==> config.mk <==
export PLATFORM = sky130hd
export DESIGN_NAME = large_digit_render
export DESIGN_NICKNAME = d
export VERILOG_FILES = /design/src/rtl/large_digit_render.sv
export SDC_FILE = /design/constraint.sdc
export NUM_CORES = 1
export LEC_CHECK = 0
export BUFFER_PORTS_ARGS = -buffer_cell sky130_fd_sc_hd__buf_2
export CORE_ASPECT_RATIO = 0.9
export CORE_MARGIN = 2
export CORE_UTILIZATION = 56
export CTS_BUF_LIST = sky130_fd_sc_hd__clkbuf_4 sky130_fd_sc_hd__clkbuf_8
export DETAILED_ROUTE_END_ITERATION = 10
export GPL_TIMING_DRIVEN = 1
export HOLD_SLACK_MARGIN = 0.06
export PLACE_DENSITY = 0.88
export RECOVER_POWER = 25
export SLEW_MARGIN = 20
export SYNTH_ARGS = -nofsm -noshare
export SYNTH_HDL_FRONTEND = slang
export SYNTH_SLANG_ARGS = --single-unit
export TNS_END_PERCENT = 5
==> constraint.sdc <==
create_clock -name clk -period 3.4 [get_ports clk]
set_input_delay 0.51 -clock clk [delete_from_list [all_inputs] [get_ports clk]]
set_output_delay 0.51 -clock clk [all_outputs]
set_load 0.02 [all_outputs]
==> src/rtl/large_digit_render.sv <==
// Seven-segment renderer for three 3-digit decimal counts drawn in the large-number boxes.
// Optional macro LEADING_ZERO_BLANK_EN blanks leading zeros in each box (units always drawn).
module large_digit_render #(
    parameter logic [10:0] BX0   = 11'd11,
    parameter logic [10:0] BX1   = 11'd211,
    parameter logic [10:0] BX2   = 11'd411,
    parameter logic [9:0]  BY    = 10'd294,
    parameter logic [10:0] CW    = 11'd60,
    parameter int          SEG_T = 8
) (
    input  logic        clk,
    input  logic        reset,
    input  logic        frame_start,
    input  logic [9:0]  cnt0,
    input  logic [9:0]  cnt1,
    input  logic [9:0]  cnt2,
    input  logic [10:0] gr_x,
    input  logic [9:0]  gr_y,
    input  logic        in_box0,
    input  logic        in_box1,
    input  logic        in_box2,
    output logic        pix_on,
    output logic        busy
);

    // Glyph geometry inside a 60x80 cell
    localparam logic [10:0] T  = 11'(SEG_T);
    localparam logic [10:0] XL = 11'd10;
    localparam logic [10:0] XR = 11'd49;
    localparam logic [10:0] YA = 11'd4;
    localparam logic [10:0] YG = 11'd36;
    localparam logic [10:0] YD = 11'd68;

    typedef enum logic [2:0] {IDLE, LOAD, SHIFT, STORE, COMMIT} state_t;

    state_t           state;
    logic [1:0]       ch;
    logic [3:0]       iter;
    logic [21:0]      sr;
    logic [2:0][9:0]  shadow;
    logic [2:0][11:0] stage;
    logic [2:0][11:0] disp;

    function automatic logic [9:0] sat999(input logic [9:0] v);
        return (v > 10'd999) ? 10'd999 : v;
    endfunction

    // One double-dabble step: adjust each BCD nibble, then shift left.
    function automatic logic [21:0] dabble(input logic [21:0] s);
        logic [21:0] r;
        r = s;
        for (int i = 0; i < 3; i++) begin
            if (r[10+4*i +: 4] >= 4'd5)
                r[10+4*i +: 4] = r[10+4*i +: 4] + 4'd3;
        end
        return {r[20:0], 1'b0};
    endfunction

    // Segment order {a,b,c,d,e,f,g}
    function automatic logic [6:0] seg_decode(input logic [3:0] d);
        case (d)
            4'd0:    return 7'b1111110;
            4'd1:    return 7'b0110000;
            4'd2:    return 7'b1101101;
            4'd3:    return 7'b1111001;
            4'd4:    return 7'b0110011;
            4'd5:    return 7'b1011011;
            4'd6:    return 7'b1011111;
            4'd7:    return 7'b1110000;
            4'd8:    return 7'b1111111;
            4'd9:    return 7'b1111011;
            default: return 7'b0000000;
        endcase
    endfunction

    always_ff @(posedge clk) begin
        if (reset) begin
            state  <= IDLE;
            busy   <= 1'b0;
            ch     <= 2'd0;
            iter   <= 4'd0;
            sr     <= '0;
            shadow <= '0;
            stage  <= '0;
            disp   <= '0;
        end else begin
            case (state)
                IDLE: begin
                    if (frame_start) begin
                        shadow <= {cnt2, cnt1, cnt0};
                        ch     <= 2'd0;
                        busy   <= 1'b1;
                        state  <= LOAD;
                    end
                end
                LOAD: begin
                    sr    <= {12'd0, sat999(shadow[ch])};
                    iter  <= 4'd0;
                    state <= SHIFT;
                end
                SHIFT: begin
                    sr   <= dabble(sr);
                    iter <= iter + 4'd1;
                    if (iter == 4'd9)
                        state <= STORE;
                end
                STORE: begin
                    stage[ch] <= sr[21:10];
                    if (ch < 2'd2) begin
                        ch    <= ch + 2'd1;
                        state <= LOAD;
                    end else begin
                        // busy drops as COMMIT is entered so it spans exactly the conversion
                        busy  <= 1'b0;
                        state <= COMMIT;
                    end
                end
                COMMIT: begin
                    disp  <= stage;
                    state <= IDLE;
                end
                default: state <= IDLE;
            endcase
        end
    end

    // Pixel path: align coords with the flags, then S1 (locate cell), S2 (decode)
    logic [10:0] x_d1;
    logic [9:0]  y_d1;

    logic        s1_vld;
    logic [1:0]  s1_box;
    logic [1:0]  s1_idx;
    logic [10:0] s1_cx;
    logic [10:0] s1_ly;

    logic        hit;
    logic [1:0]  bsel;
    logic [10:0] bx;
    logic [10:0] lx;
    logic [10:0] ly;
    logic [1:0]  idx;
    logic [10:0] cx;

    always_comb begin
        hit  = 1'b1;
        bsel = 2'd0;
        bx   = BX0;
        case ({in_box2, in_box1, in_box0})
            3'b001:  begin bsel = 2'd0; bx = BX0; end
            3'b010:  begin bsel = 2'd1; bx = BX1; end
            3'b100:  begin bsel = 2'd2; bx = BX2; end
            default: hit = 1'b0;
        endcase
        lx = x_d1 - bx;
        ly = {1'b0, y_d1} - {1'b0, BY};
        if (lx < CW) begin
            idx = 2'd0;
            cx  = lx;
        end else if (lx < CW + CW) begin
            idx = 2'd1;
            cx  = lx - CW;
        end else begin
            idx = 2'd2;
            cx  = lx - (CW + CW);
        end
    end

    always_ff @(posedge clk) begin
        if (reset) begin
            x_d1   <= '0;
            y_d1   <= '0;
            s1_vld <= 1'b0;
            s1_box <= 2'd0;
            s1_idx <= 2'd0;
            s1_cx  <= '0;
            s1_ly  <= '0;
        end else begin
            x_d1   <= gr_x;
            y_d1   <= gr_y;
            s1_vld <= hit;
            s1_box <= bsel;
            s1_idx <= idx;
            s1_cx  <= cx;
            s1_ly  <= ly;
        end
    end

    logic [11:0] bcd;
    logic [3:0]  digit;
    logic        blank;
    logic [6:0]  region;
    logic        x_full, x_left, x_right, y_up, y_lo;
    logic        lit;

    always_comb begin
        bcd = disp[s1_box];
        case (s1_idx)
            2'd0:    digit = bcd[11:8];
            2'd1:    digit = bcd[7:4];
            default: digit = bcd[3:0];
        endcase
`ifdef LEADING_ZERO_BLANK_EN
        blank = ((s1_idx == 2'd0) && (bcd[11:8] == 4'd0)) ||
                ((s1_idx == 2'd1) && (bcd[11:4] == 8'd0));
`else
        blank = 1'b0;
`endif
        x_full  = (s1_cx >= XL) && (s1_cx <= XR);
        x_left  = (s1_cx >= XL) && (s1_cx < XL + T);
        x_right = (s1_cx > XR - T) && (s1_cx <= XR);
        y_up    = (s1_ly >= YA) && (s1_ly < YG + T);
        y_lo    = (s1_ly >= YG) && (s1_ly < YD + T);
        region = {x_full  && (s1_ly >= YA) && (s1_ly < YA + T),
                  x_right && y_up,
                  x_right && y_lo,
                  x_full  && (s1_ly >= YD) && (s1_ly < YD + T),
                  x_left  && y_lo,
                  x_left  && y_up,
                  x_full  && (s1_ly >= YG) && (s1_ly < YG + T)};
        lit = s1_vld && !blank && |(seg_decode(digit) & region);
    end

    always_ff @(posedge clk) begin
        if (reset)
            pix_on <= 1'b0;
        else
            pix_on <= lit;
    end

endmodule

## Yosys cells after proc, flatten, opt, wreduce, memory -nomap -nowiden

Memory sizes are Yosys's and may differ from the RTL's.
Index checks and enable logic that the tools add are counted.

| word-level totals | value |
|---|---|
| ROM bits | 112 |
| word-level logic and storage cells | 124 |
| output and inout port bits | 2 |
| input port bits | 57 |
| flip-flop bits (word level) | 183 |
| memories | 1 |

Memory list:

| memory | words | width | rd ports | clocked after Yosys merged registers in | write ports | line | text |
|---|---|---|---|---|---|---|---|
| (name not given) | 16 | 7 | 1 | 0 | 0 | 61 | `case (d)` |

| cells by class | value |
|---|---|
| $add $sub $neg | 9 |
| bitwise logic cells | 1 |
| equal/unequal tests | 13 |
| reduce and logical (&&, ||, !) cells | 28 |
| mux-type cells | 30 |
| order comparisons | 20 |

Operator list:

| kind | number |
|---|---|
| $pmux W22 S2 | 1 |
| $bwmux W36 | 1 |
| $bmux W12 S2 | 1 |
| $demux W12 S2 | 1 |
| $mux W12 | 2 |
| $lt A11 B6 Y1 const B | 2 |
| $lt A11 B7 Y1 const B | 2 |
| $mux W11 | 2 |
| $bmux W10 S2 | 1 |
| $mux W10 | 2 |
| $pmux W9 S2 | 1 |
| $logic_and A1 B1 Y1 | 17 |
| $pmux W4 S2 | 2 |
| $ge A4 B3 Y1 const B | 3 |
| $mux W3 | 4 |
| $pmux W3 S4 | 1 |
| $ge A11 B3 Y1 const B | 1 |
| $ge A11 B4 Y1 const B | 1 |
| $ge A11 B6 Y1 const B | 1 |
| $ge A11 B7 Y1 const B | 1 |
| $gt A11 B6 Y1 const B | 1 |
| $le A11 B6 Y1 const B | 1 |
| $lt A11 B4 Y1 const B | 1 |
| $lt A11 B5 Y1 const B | 1 |
| other kinds (32) | 50 |

## Depth between registers and ports, before layout

Gate-level depths: netlist of run 1.

| logic depth | value |
|---|---|
| depth after elaboration | 7 |
| mapped depth | 14 |
| gate-level depth less buffers | 12 |

## Worst setup path after synthesis of run 1

OpenSTA, ideal clock, no wires.

| path | value |
|---|---|
| path type | input port to flip-flop |
| start point | input in_box0 |
| end point | register s1_cx[6] |
| stages | 12 |
| setup time | 0.121 ns |
| data required time | 3.279 ns |
| path slack | -0.203 ns |
| data arrival time | 3.482 ns |
| buffers on the path | 1 |
| cell sequence | or3b_2 -> and2_1 -> ha_1 -> a211oi_2 -> nor3b_1 -> nor4_4 -> o211ai_1 -> or2_4 -> buf_6 -> o2111ai_1 -> o21ai_1 -> mux2_4 |

| on the way | value |
|---|---|
| word-level cells in the longest chain between the ends | 6 |
| elaborated cells on any way between the ends | 10 |
| classes of those cells | 3 x add/sub; 2 x order compare; 2 x eq/ne; 3 x mux |

Ends and longest elaborated chain:

| what | line | text |
|---|---|---|
| start: declaration | 19 | `input logic in_box0,` |
| $eq A3 B3 Y1 / $eq A3 B2 Y1 (equally long branches) | 149 | `case ({in_box2, in_box1, in_box0})` |
| $pmux W9 S2 * | 149 |  |
| $sub A11 B11 Y11 * | 155 | `lx = x_d1 - bx;` |
| $sub A11 B7 Y11 (tied with other cells) | 165 | `cx = lx - (CW + CW);` |
| $mux W11 | 160 | `end else if (lx < CW + CW) begin` |
| $mux W11 * | 157 | `if (lx < CW) begin` |
| end signal: assignment | 176 | `s1_cx <= '0;` |
| end signal: assignment | 184 | `s1_cx <= cx;` |
| end: declaration | 134 | `logic [10:0] s1_cx;` |

Every way passes the cells marked *; elsewhere a longest branch is shown, timed or not.
A chain may end at the register's enable or synchronous reset.

## Worst setup path after layout of run 1

Same ends and word-level chain as after synthesis.

==> results of run 1 <==
-- path summary, 6_finish.rpt --
path	from	endpoint	cells past startpoint	slack, ns
worst min-delay path	gr_y[9]	y_d1[9]	2	0.24
worst max-delay path	in_box0	s1_cx[6]	12	0.23
worst max register to register	s1_box[1]	pix_on	12	0.50
worst min register to register	y_d1[9]	s1_ly[10]	1	0.45
-- metrics by stage --
stage          std cells  hold slack (ns)
2_1_floorplan       1016            0.415
3_3_place_gp        1241            0.425
3_5_place_dp        1241            0.433
4_1_cts             1271            0.226
5_1_grt             1271            0.231
6_report            1271            0.241
-- worst max-delay path: stages --
cell and delay [ns]:
buf_2 0.11, or3b_2 0.47, and2_4 0.19, ha_1 0.42, and2_1 0.20, a21oi_1 0.07
a221oi_1 0.35, o211ai_1 0.18, or2_4 0.30, nand2b_1 0.17, o21ai_1 0.24, mux2_4 0.32
-- power breakdown --
part | switching (uW) | leakage, uW | internal (uW) | total, uW
Clock | 797 | 0.000176 | 604 | 1400
Sequential | 81.5 | 0.00146 | 2200 | 2280
Combinational | 416 | 0.00176 | 317 | 732
-- metal layers --
layer  global-route usage, %  up-vias
met1                    31.3     3351
li1                        -     3569
met4                    6.79        0
met3                    6.01       27
met5                       0        -
met2                    37.1      220
-- synthesized netlist by cell type (2+ instances only) --
library cell  number
a211oi_1           9
a21o_1             9
a21oi_1          146
a221oi_1           4
a22oi_1           12
a31oi_1            3
a32o_1             2
a41oi_1            2
and2_1             7
and3_1             2
buf_1              4
buf_2              3
clkbuf_1          58
dfxtp_1          179
ha_1              26
inv_1             19
mux2_2             6
mux2i_1           18
mux4_2             3
nand2_1          243
nand2b_1          12
nand3_1            7
nand4_1            4
nor2_1            77
nor2b_1           27
nor3_1            16
nor3b_1            5
nor4_1             4
nor4b_1            3
o211ai_1           6
o21a_1             7
o21ai_0           27
o21bai_1           2
o221ai_1           4
o2bb2ai_1          8
o31ai_1            2
or2_2              3
or3b_2             3
or4_1              4
xnor2_1           12
xor2_1             3
-- cell families (layout without fill, tap and decap cells) --
family	Yosys count	in the layout	share of synthesized area, %
buffers and inverters	85	147	4.04
AND/OR/NAND/NOR	424	424	22.9
flip-flops	179	179	43.9
XOR/XNOR	15	15	1.61
multiplexers	28	28	4.04
adder cells (fa/ha/maj)	26	26	3.98
AO/OA/AOI/OAI	259	259	19.6
-- sequential cells by signal, indices dropped and copies added (netlist names) --
name    cells
ch          2
s1_cx      10
state       3
pix_on      1
iter        4
x_d1       11
y_d1        9
s1_box      2
stage      36
s1_ly       9
disp       36
busy        1
sr         22
shadow     30
s1_vld      1
s1_idx      2
-- final cells by class --
cell class | instances | share of cell area, %
Multi-Input combinational cell | 752 | 46.9
Clock buffer | 18 | 2.71
Sequential cell | 179 | 39.2
Tap cell | 193 | 2.64
Inverter | 19 | 0.780
Timing Repair Buffer | 98 | 6.38
Clock inverter | 12 | 1.36
==> results.py, run 1 <==
metrics = {
    "outcome": {
        "status": "complete, but fails checks",
        "violations": "capacitance limit, slew limit",
    },
    "cts": {
        "clk_pin_slew_ns": 0.09,
        "clkLatencyLatePin_ns": 0.47,
        "root_buffer": "clkbuf_8",
        "cts_hold_buf": 0,
        "cts_tree": "yes",
        "numCtsBuffers": 17,
        "ctsResizeCount": 0,
        "cts_setup_buffers": 0,
        "cts.sinks": 179,
        "cts-htree-levels": 4,
        "clk_path_buf_depth": 2,
    },
    "logic_synthesis": {
        "synthTopCellsByArea": "dfxtp_1 (44%), nand2_1 (11%), a21oi_1 (8.9%)",
        "synth_top_area_share_pct": 43.9,
        "netlist_area_um2": 8170,
        "synth.distinct_cells": 66,
        "synth_edf_count": 0,
        "ys_seq_elements": 179,
        "synth_top_cell_by_area": "dfxtp_1",
        "synth_warnings": 0,
        "synthCells": 1016,
        "synth_nets": 1099,
        "synthFlopType": "dfxtp_1",
        "ys_seq_area_share_pct": 43.9,
        "synth-async-reset-ratio_pct": 0,
        "synth_area_per_cell_um2": 8.04,
    },
    "timing": {
        "layout_setup_ws_ns": 0.227,
        "tightest_slew_ns": 3.00,
        "max_slew_margin_pct": -100,
        "clock.fmax_mhz": 315,
        "rsz0062_at_grt": "no",
        "final.setup_skew_ns": 0.00978,
        "slew_viol_final": 175,
        "post-route-min-period_ns": 3.17,
        "setup_viol": 0,
        "hold_violations": 0,
        "tns_ns": 0,
        "finalCritPeriodShare_pct": 93.3,
    },
    "place": {
        "postPlaceCellArea_um2": 8780,
        "dp_slack_ns": -0.179,
        "dp_hpwl_um": 12200,
        "portBuffers": 57,
        "place.gp.congestion": 0.880,
    },
    "grt": {
        "grtUsageTotal_pct": 23.3,
        "grt_pass1_vias": 6469,
        "antenna_found_initial": 1,
        "grt_max_degree": 102,
        "overflow": 0,
        "grt_first_pass_wirelength_um": 30000,
    },
    "cells_and_area": {
        "final_common_cell": "nand2_1",
        "nNetsFinal": 1150,
        "final_cell_area_um2": 9140,
        "final_cell_mix": "nand2_1 (243), dfxtp_1 (179), a21oi_1 (145)",
        "diodes": 0,
        "seqCellArea_um2": 3580,
        "drive_above_1_share_pct": 14.3,
        "multi_input_area_um2": 4290,
        "fillCellCount": 1197,
        "syn_to_final_growth_pct": 11.9,
        "postLayoutCoreUtil_pct": 64.6,
    },
    "drt": {
        "wl_per_cell_um": 14.3,
        "dr.max_layer_used": "met4",
        "wl_met1_um": 8420,
        "drc": 0,
        "dr.pass1.iters": 5,
        "final_antenna_net_count": 0,
        "met2WireLength_um": 8360,
        "met3WireLength_um": 1070,
        "drt-total-wl_um": 18100,
        "drt_iter0_drc": 653,
        "routed_via_density": 5.64,
        "vias": 7167,
    },
    "floorplanning": {
        "fp.coreArea_um2": 14200,
        "die_y_um": 119,
        "die_x_um": 131,
        "initial_core_util_pct": 57.7,
        "pin_count": 59,
        "rows": 41,
        "die_area_um2": 15600,
    },
    "critical_path": {
        "arrival_ns": 3.54,
        "worstPathRequired_ns": 3.77,
        "path_class": "input pin to flop",
        "crit_path_max_fanout": 8,
        "cp-start-kind": "input pin",
        "worstSetupEndpointType": "flop",
    },
    "job": {
        "maxCapViolCount": 2,
    },
    "min_path": {
        "hp-class": "input pin to flop",
    },
    "pwr": {
        "p_leak_uw": 0.00339,
        "total_power_uw": 4410,
        "p_per_area_nw_per_um2": 483,
        "ir_drop_mv": 0.403,
    },
}
No activity file was read; power rests on OpenSTA's default activity.
==> inputs of run 2 (changes only) <==
Clock period 3.4 ns to 2.6 ns, I/O delays scaled along.
==> run 2 against run 1 <==
  * The flow finishes with violations (setup timing)
  * Register-to-register slack worse by 0.56 ns
  * Clock power up 41%
  * Non-clock buffer count up 31
  * Combinational power up 56%
  * Sequential power up 30%
  * Final cell count up 2.6%
  * Wire length up 12%
  * Sequential share of layout area down 2.0 points
  * Count of clock-buffer cells in the layout unchanged
  * Worst setup slack worse by 0.39 ns
  * Cell area up 5.4%
  * Largest cell class unchanged
==> results.py, run 2 (synthesis results as in run 1) <==
metrics = {
    "min_path": {
        "hp-class": "input pin to flop",
    },
    "critical_path": {
        "cp-start-kind": "input pin",
        "worstSetupEndpointType": "flop",
        "arrival_ns": 3.11,
        "path_class": "input pin to flop",
        "worstPathRequired_ns": 2.95,
        "crit_path_max_fanout": 8,
    },
    "grt": {
        "grtUsageTotal_pct": 26.2,
        "overflow": 0,
        "antenna_found_initial": 0,
        "grt_pass1_vias": 7070,
        "grt_max_degree": 150,
        "grt_first_pass_wirelength_um": 33600,
    },
    "drt": {
        "wl_per_cell_um": 15.5,
        "drc": 0,
        "drt_iter0_drc": 695,
        "routed_via_density": 5.69,
        "vias": 7425,
        "final_antenna_net_count": 0,
        "dr.pass1.iters": 5,
        "drt-total-wl_um": 20200,
    },
    "place": {
        "place.gp.congestion": 0.889,
        "dp_hpwl_um": 13000,
        "portBuffers": 57,
        "dp_slack_ns": -0.777,
    },
    "pwr": {
        "p_leak_uw": 0.00364,
        "ir_drop_mv": 0.648,
        "p_per_area_nw_per_um2": 633,
    },
    "outcome": {
        "violations": "setup timing",
        "status": "complete, but fails checks",
    },
    "timing": {
        "slew_viol_final": 0,
        "post-route-min-period_ns": 2.76,
        "clock.fmax_mhz": 362,
        "tightest_slew_ns": 0.709,
        "layout_setup_ws_ns": -0.160,
        "setup_viol": 8,
        "max_slew_margin_pct": 51.5,
        "hold_violations": 0,
        "finalCritPeriodShare_pct": 106,
        "holdWs_ns": 0.134,
        "rsz0062_at_grt": "yes",
        "final.setup_skew_ns": 0.0107,
    },
    "floorplanning": {
        "die_area_um2": 15600,
        "pin_count": 59,
        "rows": 41,
        "fp.coreArea_um2": 14200,
        "initial_core_util_pct": 57.7,
        "die_x_um": 131,
        "die_y_um": 119,
    },
    "cts": {
        "clk_path_buf_depth": 2,
        "cts_hold_buf": 0,
        "cts.sinks": 179,
        "cts_tree": "yes",
        "cts-htree-levels": 4,
        "clk_pin_slew_ns": 0.09,
        "clkLatencyLatePin_ns": 0.46,
        "root_buffer": "clkbuf_8",
        "numCtsBuffers": 17,
    },
    "cells_and_area": {
        "seqCellArea_um2": 3580,
        "final_cell_mix": "nand2_1 (243), dfxtp_1 (178), a21oi_1 (145)",
        "diodes": 0,
        "top_regs": "disp: 36 flops, stage: 36 flops, shadow: 30 flops",
        "final_common_cell": "nand2_1",
        "nNetsFinal": 1181,
        "fillCellCount": 1088,
        "multi_input_area_um2": 4440,
        "syn_to_final_growth_pct": 17.9,
        "drive_above_1_share_pct": 19.1,
    },
    "job": {
        "maxCapViolCount": 0,
    },
}
==> run 2: per-layer routing <==
layer | share of wire (%) | wire (um) | vias to the layer above | track usage [%]
met5 | 0 | 0 | - | 0
met4 | 1.9 | 386 | 0 | 8.70
met2 | 48 | 9730 | 294 | 44.5
li1 | - | - | 3622 | -
met1 | 43 | 8780 | 3469 | 33.6
met3 | 6.7 | 1350 | 40 | 5.28
==> run 2: final cells by class <==
cell class              instances  share of cell area [%]
clock inverters                14                    1.77
flip-flops and latches        179                    37.2
inverters                      19                   0.740
well taps                     193                    2.51
clock buffers                  18                    2.57
multi-input cells             752                    46.1
repair buffers                129                    9.12
==> run 2: where the power goes <==
| part | switching [uW] | internal, uW |
|---|---|---|
| logic | 636 | 502 |
| registers | 102 | 2870 |
| clock network | 1070 | 912 |
| total | 1810 | 4290 |
==> run 2: worst max-delay path, cell delays in order <==
cell      delay (ns)
buf_6           0.10
or3b_4          0.39
and2_4          0.19
ha_4            0.26
a211oi_4        0.29
nand2_2         0.14
o311ai_4        0.26
o211ai_1        0.15
or2_4           0.32
nand2b_4        0.17
o21ai_2         0.14
mux2_4          0.31
==> run 2: metrics by stage <==
step / total power (uW) / util, % / setup TNS, ns / area, um^2 / instances
finish: 6100 / 68.1 / -0.992 / 9640 / 1304
global route: 6350 / 68.1 / -1.95 / 9640 / 1304
CTS: 6040 / 67.5 / -0.553 / 9550 / 1304
detailed placement: 4060 / 63.8 / -6.90 / 9030 / 1268
global placement: 4020 / 63.8 / -5.63 / 9030 / 1268
floorplan: 3700 / - / -4.35 / 8240 / 1016
==> run 2: final timing paths <==
check,startpoint,endpoint,slack [ns],cells after the start
setup / recovery,in_box1,s1_cx[6],-0.16,12
setup reg to reg,x_d1[0],s1_cx[10],-0.06,10
hold reg to reg,stage[32],disp[32],0.46,2
hold / removal,gr_x[4],x_d1[4],0.13,2
==> run 2: what timing repair did <==
item | 4_1_cts | 5_1_grt
setup endpoints to repair | 10 | 12
resized for setup | 17 | 17
setup buffers | 4 | 0
pin swaps | 5 | 5
==> inputs of run 3 (changes only) <==
Settings changed: SKIP_CTS_REPAIR_TIMING set to 1.
==> run 3 against run 2 <==
  * The flow still finishes with violations (setup timing)
  * Global-route usage decreased by 0.75 points
  * Largest cell class unchanged
  * Die area unchanged
  * Wire length up 1.4%
  * Critical endpoint unchanged
  * Highest routed layer unchanged
  * Combinational power is essentially flat
  * Via count up 0.98%
  * Total power increased by 0.15%
  * Final cell count about the same
==> results.py, run 3 (synthesis results as in run 1) <==
metrics = {
    "cells_and_area": {
        "top_regs": "disp: 36 flops, stage: 36 flops, shadow: 30 flops",
        "diodes": 0,
        "multi_input_area_um2": 4420,
        "nNetsFinal": 1182,
        "postLayoutCoreUtil_pct": 67.7,
        "seqCellArea_um2": 3580,
        "final_cell_area_um2": 9590,
        "final_cells": 1305,
        "syn_to_final_growth_pct": 17.3,
        "final_cell_mix": "nand2_1 (243), dfxtp_1 (178), a21oi_1 (145)",
        "drive_above_1_share_pct": 18.8,
        "final_common_cell": "nand2_1",
        "fillCellCount": 1103,
    },
    "floorplanning": {
        "fp.coreArea_um2": 14200,
        "rows": 41,
        "die_area_um2": 15600,
        "die_x_um": 131,
        "initial_core_util_pct": 57.7,
        "die_y_um": 119,
        "pin_count": 59,
    },
    "grt": {
        "grtUsageMet2_pct": 42.7,
        "grt_max_degree": 150,
        "antenna_found_initial": 0,
        "grt_first_pass_wirelength_um": 32700,
        "grt_pass1_vias": 6953,
        "grt_busiest_layer": "met2",
        "use_met3_pct": 5.36,
        "grtUsageTotal_pct": 25.5,
        "grt_use_met1_pct": 33.0,
        "overflow": 0,
    },
    "cts": {
        "root_buffer": "clkbuf_8",
        "cts-htree-levels": 4,
        "clkLatencyLatePin_ns": 0.47,
        "cts.sinks": 179,
        "numCtsBuffers": 17,
        "clk_path_buf_depth": 2,
        "cts_tree": "yes",
        "clk_pin_slew_ns": 0.10,
    },
    "timing": {
        "setup_viol": 9,
        "clock.fmax_mhz": 335,
        "tightest_slew_ns": 1.50,
        "max_slew_margin_pct": 0.226,
        "final.setup_skew_ns": 0.0139,
        "slew_viol_final": 0,
        "hold_violations": 0,
        "post-route-min-period_ns": 2.98,
        "layout_setup_ws_ns": -0.382,
        "rsz0062_at_grt": "yes",
        "finalCritPeriodShare_pct": 115,
    },
    "drt": {
        "routed_via_density": 5.75,
        "drt-total-wl_um": 20500,
        "final_antenna_net_count": 0,
        "vias": 7498,
        "drt_iter0_drc": 766,
        "dr.pass1.iters": 5,
        "wl_per_cell_um": 15.7,
        "drc": 0,
    },
    "place": {
        "post-place-cells": 1268,
        "postPlaceCellArea_um2": 9030,
        "dp_hpwl_um": 13000,
        "place.gp.congestion": 0.889,
        "portBuffers": 57,
    },
    "critical_path": {
        "crit_path_max_fanout": 8,
        "cpLargestDelayFamily": "simple AND/OR/NAND/NOR gates",
        "path_common_cell": "buf_4",
        "slowest_stage": "or3b_4",
        "cp-start-kind": "input pin",
        "crit_buf_inv": 2,
        "crit_chain": "buf_4 -> or3b_4 -> and2_4 -> ha_4 -> a211oi_4 -> buf_4 -> nor3b_2 -> nor4_4 -> o211ai_1 -> or2_4 -> o31ai_4 -> nor2_1 -> mux2_4",
        "r2r_cells": 10,
        "worstSetupEndpointType": "flop",
        "critPathMaxStageDelay_ns": 0.39,
        "path_class": "input pin to flop",
        "worstPathRequired_ns": 2.96,
        "arrival_ns": 3.34,
        "crit_cells": 13,
    },
    "pwr": {
        "p_per_area_nw_per_um2": 637,
        "ir_drop_mv": 0.642,
        "p_leak_uw": 0.00362,
    },
    "min_path": {
        "hold_path_depth": 2,
        "hp-class": "input pin to flop",
    },
    "outcome": {
        "status": "complete, but fails checks",
        "violations": "setup timing",
    },
    "job": {
        "maxCapViolCount": 0,
    },
}
[run 3: cell types whose count changed in the layout (fill, tap and decap cells not counted), moves of 2 or more]
cell | before | now
buf_6 | 8 | 4
buf_4 | 67 | 70
clkbuf_1 | 0 | 3
nor2_2 | 1 | 3
[run 3: layout make-up]
class,count,share of cell area (%)
Clock inverter,14,1.78
Multi-Input combinational cell,752,46.1
Tap cell,193,2.52
Clock buffer,18,2.58
Timing Repair Buffer,130,8.84
Inverter,19,0.744
Sequential cell,179,37.4
[run 3: per-layer routing]
layer,up-vias,wire (um)
li1,3622,-
met1,3491,8730
met2,334,9870
met3,51,1400
met4,0,525
met5,-,0
[run 3: path summary, 6_finish.rpt]
path	from	to	slack [ns]
hold / removal	gr_x[4]	x_d1[4]	0.12
hold reg to reg	stage[20]	disp[20]	0.45
setup reg to reg	x_d1[4]	s1_cx[6]	-0.07
setup / recovery	in_box0	s1_cx[6]	-0.38
[run 3: report_power, final]
part,switching [uW],internal (uW)
Sequential,101,2870
Clock,1080,911
Combinational,634,503
Total,1820,4290
[run 3: worst reg2reg max path: stages (launching register included)]
cell and delay (ns):
dfxtp_1 0.36, ha_4 0.23, a211oi_4 0.30, buf_4 0.17
nor3b_2 0.05, nor4_4 0.26, o211ai_1 0.19, or2_4 0.33
o31ai_4 0.28, nor2_1 0.12, mux2_4 0.28
[run 3: through the flow]
| stage | worst slack, ns | power (uW) | hold slack, ns | TNS, ns |
|---|---|---|---|---|
| 4_1_cts | -0.344 | 6000 | 0.110 | -1.78 |
| 6_report | -0.382 | 6100 | 0.124 | -2.29 |
| 3_5_place_dp | -0.777 | 4060 | 0.444 | -6.90 |
| 3_3_place_gp | -0.642 | 4020 | 0.425 | -5.63 |
| 2_1_floorplan | -0.587 | 3700 | 0.415 | -4.35 |
| 5_1_grt | -0.443 | 6350 | 0.116 | -3.16 |
